<file path="src/rtl/accuracy_tracker.sv">
// accuracy_tracker
//   On-chip accuracy monitor placed after the DNN output stage. Ideal-output
//   beats are assembled into a full N_OUT-bit ideal vector. On each case_end
//   that vector is compared with the thresholded output a_out. The block
//   keeps a sliding-window correct count, a running total, a case count and
//   an epoch number.
//
// Ports
//   clk           : system clock
//   reset         : synchronous, active-high; has priority over all inputs
//   y_valid/y_in  : ideal-output beat (Y_W bits, beat k -> neurons k*Y_W..)
//   a_out         : thresholded actual output, sampled on case_end
//   case_end      : single-cycle strobe on the last cycle of a case
//   correct       : result of the most recently evaluated case
//   result_valid  : one-cycle pulse when results/counters have updated
//   recent        : correct cases among the last WINDOW cases
//   total_correct : correct cases since reset
//   num_train     : cases evaluated since reset
//   epoch         : current epoch, starting at 1
//   epoch_done    : pulse with result_valid on the last case of an epoch
//   beat_err      : sticky, a case had the wrong number of beats
//   done          : sticky, num_train reached TOTAL_CASES
module accuracy_tracker #(
   parameter int N_OUT           = 16,
   parameter int Y_W             = 1,
   parameter int WINDOW          = 1000,
   parameter int CASES_PER_EPOCH = 10000,
   parameter int TOTAL_CASES     = 100000,
   parameter int CNT_W           = 32
) (
   input  logic                             clk,
   input  logic                             reset,
   input  logic                             y_valid,
   input  logic [Y_W-1:0]                   y_in,
   input  logic [N_OUT-1:0]                 a_out,
   input  logic                             case_end,
   output logic                             correct,
   output logic                             result_valid,
   output logic [$clog2(WINDOW+1)-1:0]      recent,
   output logic [CNT_W-1:0]                 total_correct,
   output logic [CNT_W-1:0]                 num_train,
   output logic [15:0]                      epoch,
   output logic                             epoch_done,
   output logic                             beat_err,
   output logic                             done
);

   localparam int B     = N_OUT / Y_W;
   localparam int BC_W  = $clog2(B + 1);
   localparam int REC_W = $clog2(WINDOW + 1);
   localparam int PTR_W = (WINDOW > 1) ? $clog2(WINDOW) : 1;
   localparam int EC_W  = (CASES_PER_EPOCH > 1) ? $clog2(CASES_PER_EPOCH) : 1;

   logic [BC_W-1:0]   cnt_q, cnt_d;
   logic [N_OUT-1:0]  ideal_q, ideal_d;
   logic [WINDOW-1:0] hist_q, hist_d;
   logic [PTR_W-1:0]  ptr_q, ptr_d;
   logic [REC_W-1:0]  recent_q, recent_d;
   logic [CNT_W-1:0]  total_q, total_d;
   logic [CNT_W-1:0]  num_q, num_d;
   logic [EC_W-1:0]   ecnt_q, ecnt_d;
   logic [15:0]       epoch_q, epoch_d;
   logic              correct_q, correct_d;
   logic              rv_q, rv_d;
   logic              ed_q, ed_d;
   logic              berr_q, berr_d;
   logic              done_q, done_d;

   // Combinational view of the current cycle, with a same-cycle beat folded in
   logic              beat_take;
   logic              beat_drop;
   logic              eval;
   logic              result;
   logic [BC_W-1:0]   cnt_eff;
   logic [N_OUT-1:0]  ideal_eff;

   always_comb begin
      beat_take = y_valid && (cnt_q < BC_W'(B));
      beat_drop = y_valid && (cnt_q == BC_W'(B));
      eval      = case_end && !done_q;

      ideal_eff = ideal_q;
      cnt_eff   = cnt_q;
      if (beat_take) begin
         ideal_eff[int'(cnt_q)*Y_W +: Y_W] = y_in;
         cnt_eff = cnt_q + 1'b1;
      end

      // Dropped excess beats do not count, so a case with extra beats is
      // still judged on its first B beats (the drop itself flags beat_err).
      result = eval && (cnt_eff == BC_W'(B)) && (a_out == ideal_eff);
   end

   always_comb begin
      cnt_d     = cnt_eff;
      ideal_d   = ideal_eff;
      hist_d    = hist_q;
      ptr_d     = ptr_q;
      recent_d  = recent_q;
      total_d   = total_q;
      num_d     = num_q;
      ecnt_d    = ecnt_q;
      epoch_d   = epoch_q;
      correct_d = correct_q;
      rv_d      = 1'b0;
      ed_d      = 1'b0;
      berr_d    = berr_q;
      done_d    = done_q;

      // Once done, beats are still absorbed but no longer raise beat_err
      if (beat_drop && !done_q)
         berr_d = 1'b1;

      if (eval) begin
         cnt_d     = '0;
         ideal_d   = '0;
         correct_d = result;
         rv_d      = 1'b1;
         if (cnt_eff != BC_W'(B))
            berr_d = 1'b1;

         // Sliding window: the slot being overwritten leaves the count
         recent_d       = recent_q - REC_W'(hist_q[ptr_q]) + REC_W'(result);
         hist_d[ptr_q]  = result;
         ptr_d          = (ptr_q == PTR_W'(WINDOW - 1)) ? '0 : ptr_q + 1'b1;

         total_d = total_q + CNT_W'(result);
         num_d   = num_q + 1'b1;

         if (ecnt_q == EC_W'(CASES_PER_EPOCH - 1)) begin
            ecnt_d  = '0;
            epoch_d = epoch_q + 16'd1;
            ed_d    = 1'b1;
         end else begin
            ecnt_d = ecnt_q + 1'b1;
         end

         if (num_d == CNT_W'(TOTAL_CASES))
            done_d = 1'b1;
      end
   end

   always_ff @(posedge clk) begin
      if (reset) begin
         cnt_q     <= '0;
         ideal_q   <= '0;
         hist_q    <= '0;
         ptr_q     <= '0;
         recent_q  <= '0;
         total_q   <= '0;
         num_q     <= '0;
         ecnt_q    <= '0;
         epoch_q   <= 16'd1;
         correct_q <= 1'b0;
         rv_q      <= 1'b0;
         ed_q      <= 1'b0;
         berr_q    <= 1'b0;
         done_q    <= 1'b0;
      end else begin
         cnt_q     <= cnt_d;
         ideal_q   <= ideal_d;
         hist_q    <= hist_d;
         ptr_q     <= ptr_d;
         recent_q  <= recent_d;
         total_q   <= total_d;
         num_q     <= num_d;
         ecnt_q    <= ecnt_d;
         epoch_q   <= epoch_d;
         correct_q <= correct_d;
         rv_q      <= rv_d;
         ed_q      <= ed_d;
         berr_q    <= berr_d;
         done_q    <= done_d;
      end
   end

   assign correct       = correct_q;
   assign result_valid  = rv_q;
   assign recent        = recent_q;
   assign total_correct = total_q;
   assign num_train     = num_q;
   assign epoch         = epoch_q;
   assign epoch_done    = ed_q;
   assign beat_err      = berr_q;
   assign done          = done_q;

endmodule

</file>
<file path="config.mk">
export PLATFORM = sky130hd
export DESIGN_NAME = accuracy_tracker
export DESIGN_NICKNAME = d
export VERILOG_FILES = /design/src/rtl/accuracy_tracker.sv
export SDC_FILE = /design/constraint.sdc
export NUM_CORES = 2
export LEC_CHECK = 0
export BUFFER_PORTS_ARGS = -buffer_cell sky130_fd_sc_hd__buf_2
export CAP_MARGIN = 10
export CORE_MARGIN = 2
export CORE_UTILIZATION = 50
export CTS_CLUSTER_SIZE = 12
export DETAILED_ROUTE_END_ITERATION = 16
export PLACE_DENSITY = 0.76
export RECOVER_POWER = 100
export SLEW_MARGIN = 20
export SYNTH_ARGS = -nofsm -noshare
export SYNTH_HDL_FRONTEND = slang
export SYNTH_SLANG_ARGS = --single-unit
export TNS_END_PERCENT = 100
</file>
<file path="constraint.sdc">
create_clock -name clk -period 7.2 [get_ports clk]
set_input_delay 0.36 -clock clk [delete_from_list [all_inputs] [get_ports clk]]
set_output_delay 0.36 -clock clk [all_outputs]
set_load 0.05 [all_outputs]
</file>
==> impl_metrics.env <==
export IMPL_status="finished, violations left"
export IMPL_violations="negative hold slack, max-capacitance violations, max-slew violations"
export IMPL_setup_violations=0
export IMPL_grtUsageMet1=0.393
export IMPL_synthArstFlopShare=0
export IMPL_synth_edf_count=0
export IMPL_hp_class="input port to register"
export IMPL_post_cts_resized=0
export IMPL_place_congestion=0.919
export IMPL_crit_fanout=21
export IMPL_seq_area_frac_synth=0.347
export IMPL_die_area_um2=135000
export IMPL_regToRegStartpoint="ptr_q[4]$_SDFFE_PP0P_"
export IMPL_required_ns=7.86
export IMPL_rsz0062_at_grt="false"
export IMPL_first_global_vias=51913
export IMPL_die_x_um=367
export IMPL_avgSynthCellArea_um2=10.0
export IMPL_period_needed_ns=6.75
export IMPL_avgViaCountPerCell=6.82
export IMPL_dpl_cell_area_um2=66900
export IMPL_nets=6278
export IMPL_syn_inst=6586
export IMPL_worstSetupEndpointType="register"
export IMPL_drv_cap=12
export IMPL_rrSetupSlack_ns=0.45
export IMPL_crit_path_top_delay_cell="clkbuf_1"
export IMPL_critPathKind="register to register"
export IMPL_gr_usage_all_layers=0.297
export IMPL_p_leak_nw=18.6
export IMPL_finalMaxSlewViolations=761
export IMPL_setup_tns_ns=0
export IMPL_cts_path_max_buffers=3
export IMPL_total_power_mw=13.8
export IMPL_startpoint_type="register"
export IMPL_final_cell_area_um2=64500
export IMPL_area_growth_pct=-2.06
export IMPL_max_stage_delay_ns=1.10
export IMPL_fin_ws_ns=0.445
export IMPL_synth_top_area_cell="dfxtp_1"
export IMPL_crit_cells=20
export IMPL_syn_num_nets=6632
export IMPL_yosysWarnings=0
export IMPL_relSlewSlack=-0.790
export IMPL_clk_insertion_delay_late_ns=0.80
export IMPL_synth_seq_cells=1140
export IMPL_endpoint="recent[8]$_SDFFE_PP0P_"
export IMPL_via_count=55129
export IMPL_placement_io_buffers=115
export IMPL_p_per_area_nw_per_um2=214
export IMPL_vdd_drop_max_mv=0.213
export IMPL_rr_endpoint="recent[8]$_SDFFE_PP0P_"
export IMPL_clock_sinks=1140
export IMPL_crit_buf_inv=3
export IMPL_num_io_pins=116
export IMPL_crit_arrival_ns=7.41
export IMPL_routed_wl_um=210000
export IMPL_grt_pass1_wl_um=318000
export IMPL_dr_pass1_iters=9
export IMPL_hpwl_um=123000
export IMPL_fin_worst_skew_ns=0.0352
export IMPL_synth_distinct_cells=77
export IMPL_drcViolationCount=0
export IMPL_crit_top_cell="a21oi_1"
export IMPL_cts_inserted_buffers=130
export IMPL_start_util=0.502
export IMPL_clkTransAtPathRegs_ns=0.06
export IMPL_routedWlPerCell_um=26.0
export IMPL_whs_ns=-0.00690
export IMPL_synthFlopType="dfxtp_1"
export IMPL_core_area_um2=131000
export IMPL_yosysTopAreaCellShare=0.347
export IMPL_die_y_um=367
export IMPL_use_met2=0.445
export IMPL_synthesis_area_um2=65800
export IMPL_cts_tree="built"
export IMPL_htree_levels=4
export IMPL_crit_path_cell_trace="clkbuf_1 -> nor2_1 -> buf_4 -> a221oi_1 -> o31ai_1 -> a22o_1 -> nor4_1 -> o311ai_1 -> ha_1 -> inv_1 -> ha_1 -> fa_1 -> a21o_1 -> a21oi_1 -> o21bai_1 -> a21oi_1 -> o21bai_1 -> a21oi_1 -> xnor2_1 -> a22o_1"
export IMPL_antenna_left=0
export IMPL_drt_iter0_drc=7831
export IMPL_period_share=0.938
export IMPL_layout_drive_gt1_share=0.0944
export IMPL_crit_start="ptr_q[4]$_SDFFE_PP0P_"
export IMPL_pre_cts_ws_ns=0.768
export IMPL_top_usage_layer="met2"
export IMPL_cts_root_buf="clkbuf_16"
export IMPL_antenna_found_initial=4
export IMPL_min_path_cells=2
export IMPL_worst_pin_slew_ns=2.68
export IMPL_synth_area_top_cells="dfxtp_1 35%, o41ai_2 22%, nand3b_1 11%, nand2_1 6.4%, mux2i_1 5.7%"
export IMPL_grt_max_degree=242
export IMPL_rows=133
export IMPL_netlist_top_cells_count="1140 x dfxtp_1, 1120 x nand2_1, 1003 x nand3b_1"
export IMPL_post_synth_top_count_cell="dfxtp_1"
export IMPL_use_met3=0.0642
export IMPL_crit_family="compound AO/OA/AOI/OAI gates"
export IMPL_timing_fmax_ghz=0.148
export IMPL_gr_total_overflow=0
export IMPL_hold_viol=2
export IMPL_rr_worst_depth=20
==> what timing repair did <==
| action | 4_1_cts | 5_1_grt |
|---|---|---|
| setup buffers | 0 | 0 |
| hold endpoints to repair | 4 | 0 |
| hold buffers | 3 | 0 |
==> worst min-delay path by stage <==
stage,startpoint,to
after detailed placement,correct$_SDFFE_PP0P_,correct$_SDFFE_PP0P_
after floorplan,ideal_q[8]$_SDFF_PP0_,ideal_q[8]$_SDFF_PP0_
after global routing,reset,num_train[14]$_SDFFE_PP0P_
final,reset,num_train[11]$_SDFFE_PP0P_
after CTS,reset,num_train[11]$_SDFFE_PP0P_
after global placement,correct$_SDFFE_PP0P_,correct$_SDFFE_PP0P_
==> stage by stage <==
step,util,instances
after floorplan,-,6586
after global placement,0.510,7851
after detailed placement,0.510,7851
after CTS,0.543,8080
after global routing,0.492,8081
final,0.492,8082
==> sequential cells by signal, summed over array words and instances, names as in the netlist <==
name	flops
hist_q	1000
beat_err	1
correct	1
ecnt_q	14
num_train	32
ideal_q	16
epoch_done	1
recent	10
result_valid	1
cnt_q	5
total_correct	32
ptr_q	10
epoch	16
done	1
==> cell families after synthesis <==
group                      count (synthesis)  share of synthesized area
muxes                                    451                     0.0821
xor gates and xnor gates                 109                     0.0145
adders and majority gates                 25                    0.00486
buffers and inverters                    816                     0.0599
DFF                                     1140                      0.347
and+or+nand+nor                         2695                      0.224
AOI/OAI and AO/OA                       1350                      0.268
==> cell usage in the layout, fill, tap and decap left out, drive strengths merged, types with 5 or more instances in the layout <==
cell type / instances
nand2: 1120
mux4: 71
nor2b: 16
a31oi: 17
a22oi: 13
nor4b: 6
or2: 8
nor2: 241
o22ai: 164
buf: 190
ha: 24
nand4: 39
a21oi: 51
a211oi: 15
dfxtp: 1140
nand2b: 15
mux2i: 377
and2: 5
o21ai: 39
inv: 32
xor2: 66
or4b: 5
nand3b: 1003
nor3: 45
o41ai: 1000
clkbuf: 303
nand3: 62
nor3b: 7
a22o: 7
and4: 7
xnor2: 43
and3: 15
nand4b: 7
or3: 33
clkinv: 24
nor4: 44
==> per-layer routing <==
layer / wire length [um] / vias up / share of wire
met1: 83300 / 27004 / 0.40
met5: 23 / - / 0.00011
met3: 22100 / 772 / 0.11
met4: 13800 / 4 / 0.065
li1: - / 24363 / -
met2: 91100 / 2986 / 0.43
==> layout make-up <==
type / instances / area [um2]
multi-input combinational: 4630 / 33000
inverter: 26 / 97.6
antenna: 1 / 2.50
fill: 12311 / 66600
clock inverter: 34 / 293
tap: 1755 / 2200
sequential: 1140 / 22800
timing repair buffer: 304 / 2150
clock buffer: 192 / 3910
==> where the power goes <==
group	internal, mW	switching (mW)
registers	6.32	0.0305
clock network	3.80	2.83
logic	0.273	0.518
==> worst reg2reg max path, delay by kind of cell (launching register included) <==
family	cells	cell delay, ns
xor gates and xnor gates	1	0.08
DFF	1	0.63
adders and majority gates	3	1.02
AOI/OAI and AO/OA	11	2.55
buffers and inverters	3	1.48
and+or+nand+nor	2	0.87
Power figures use the tool's default switching activity.
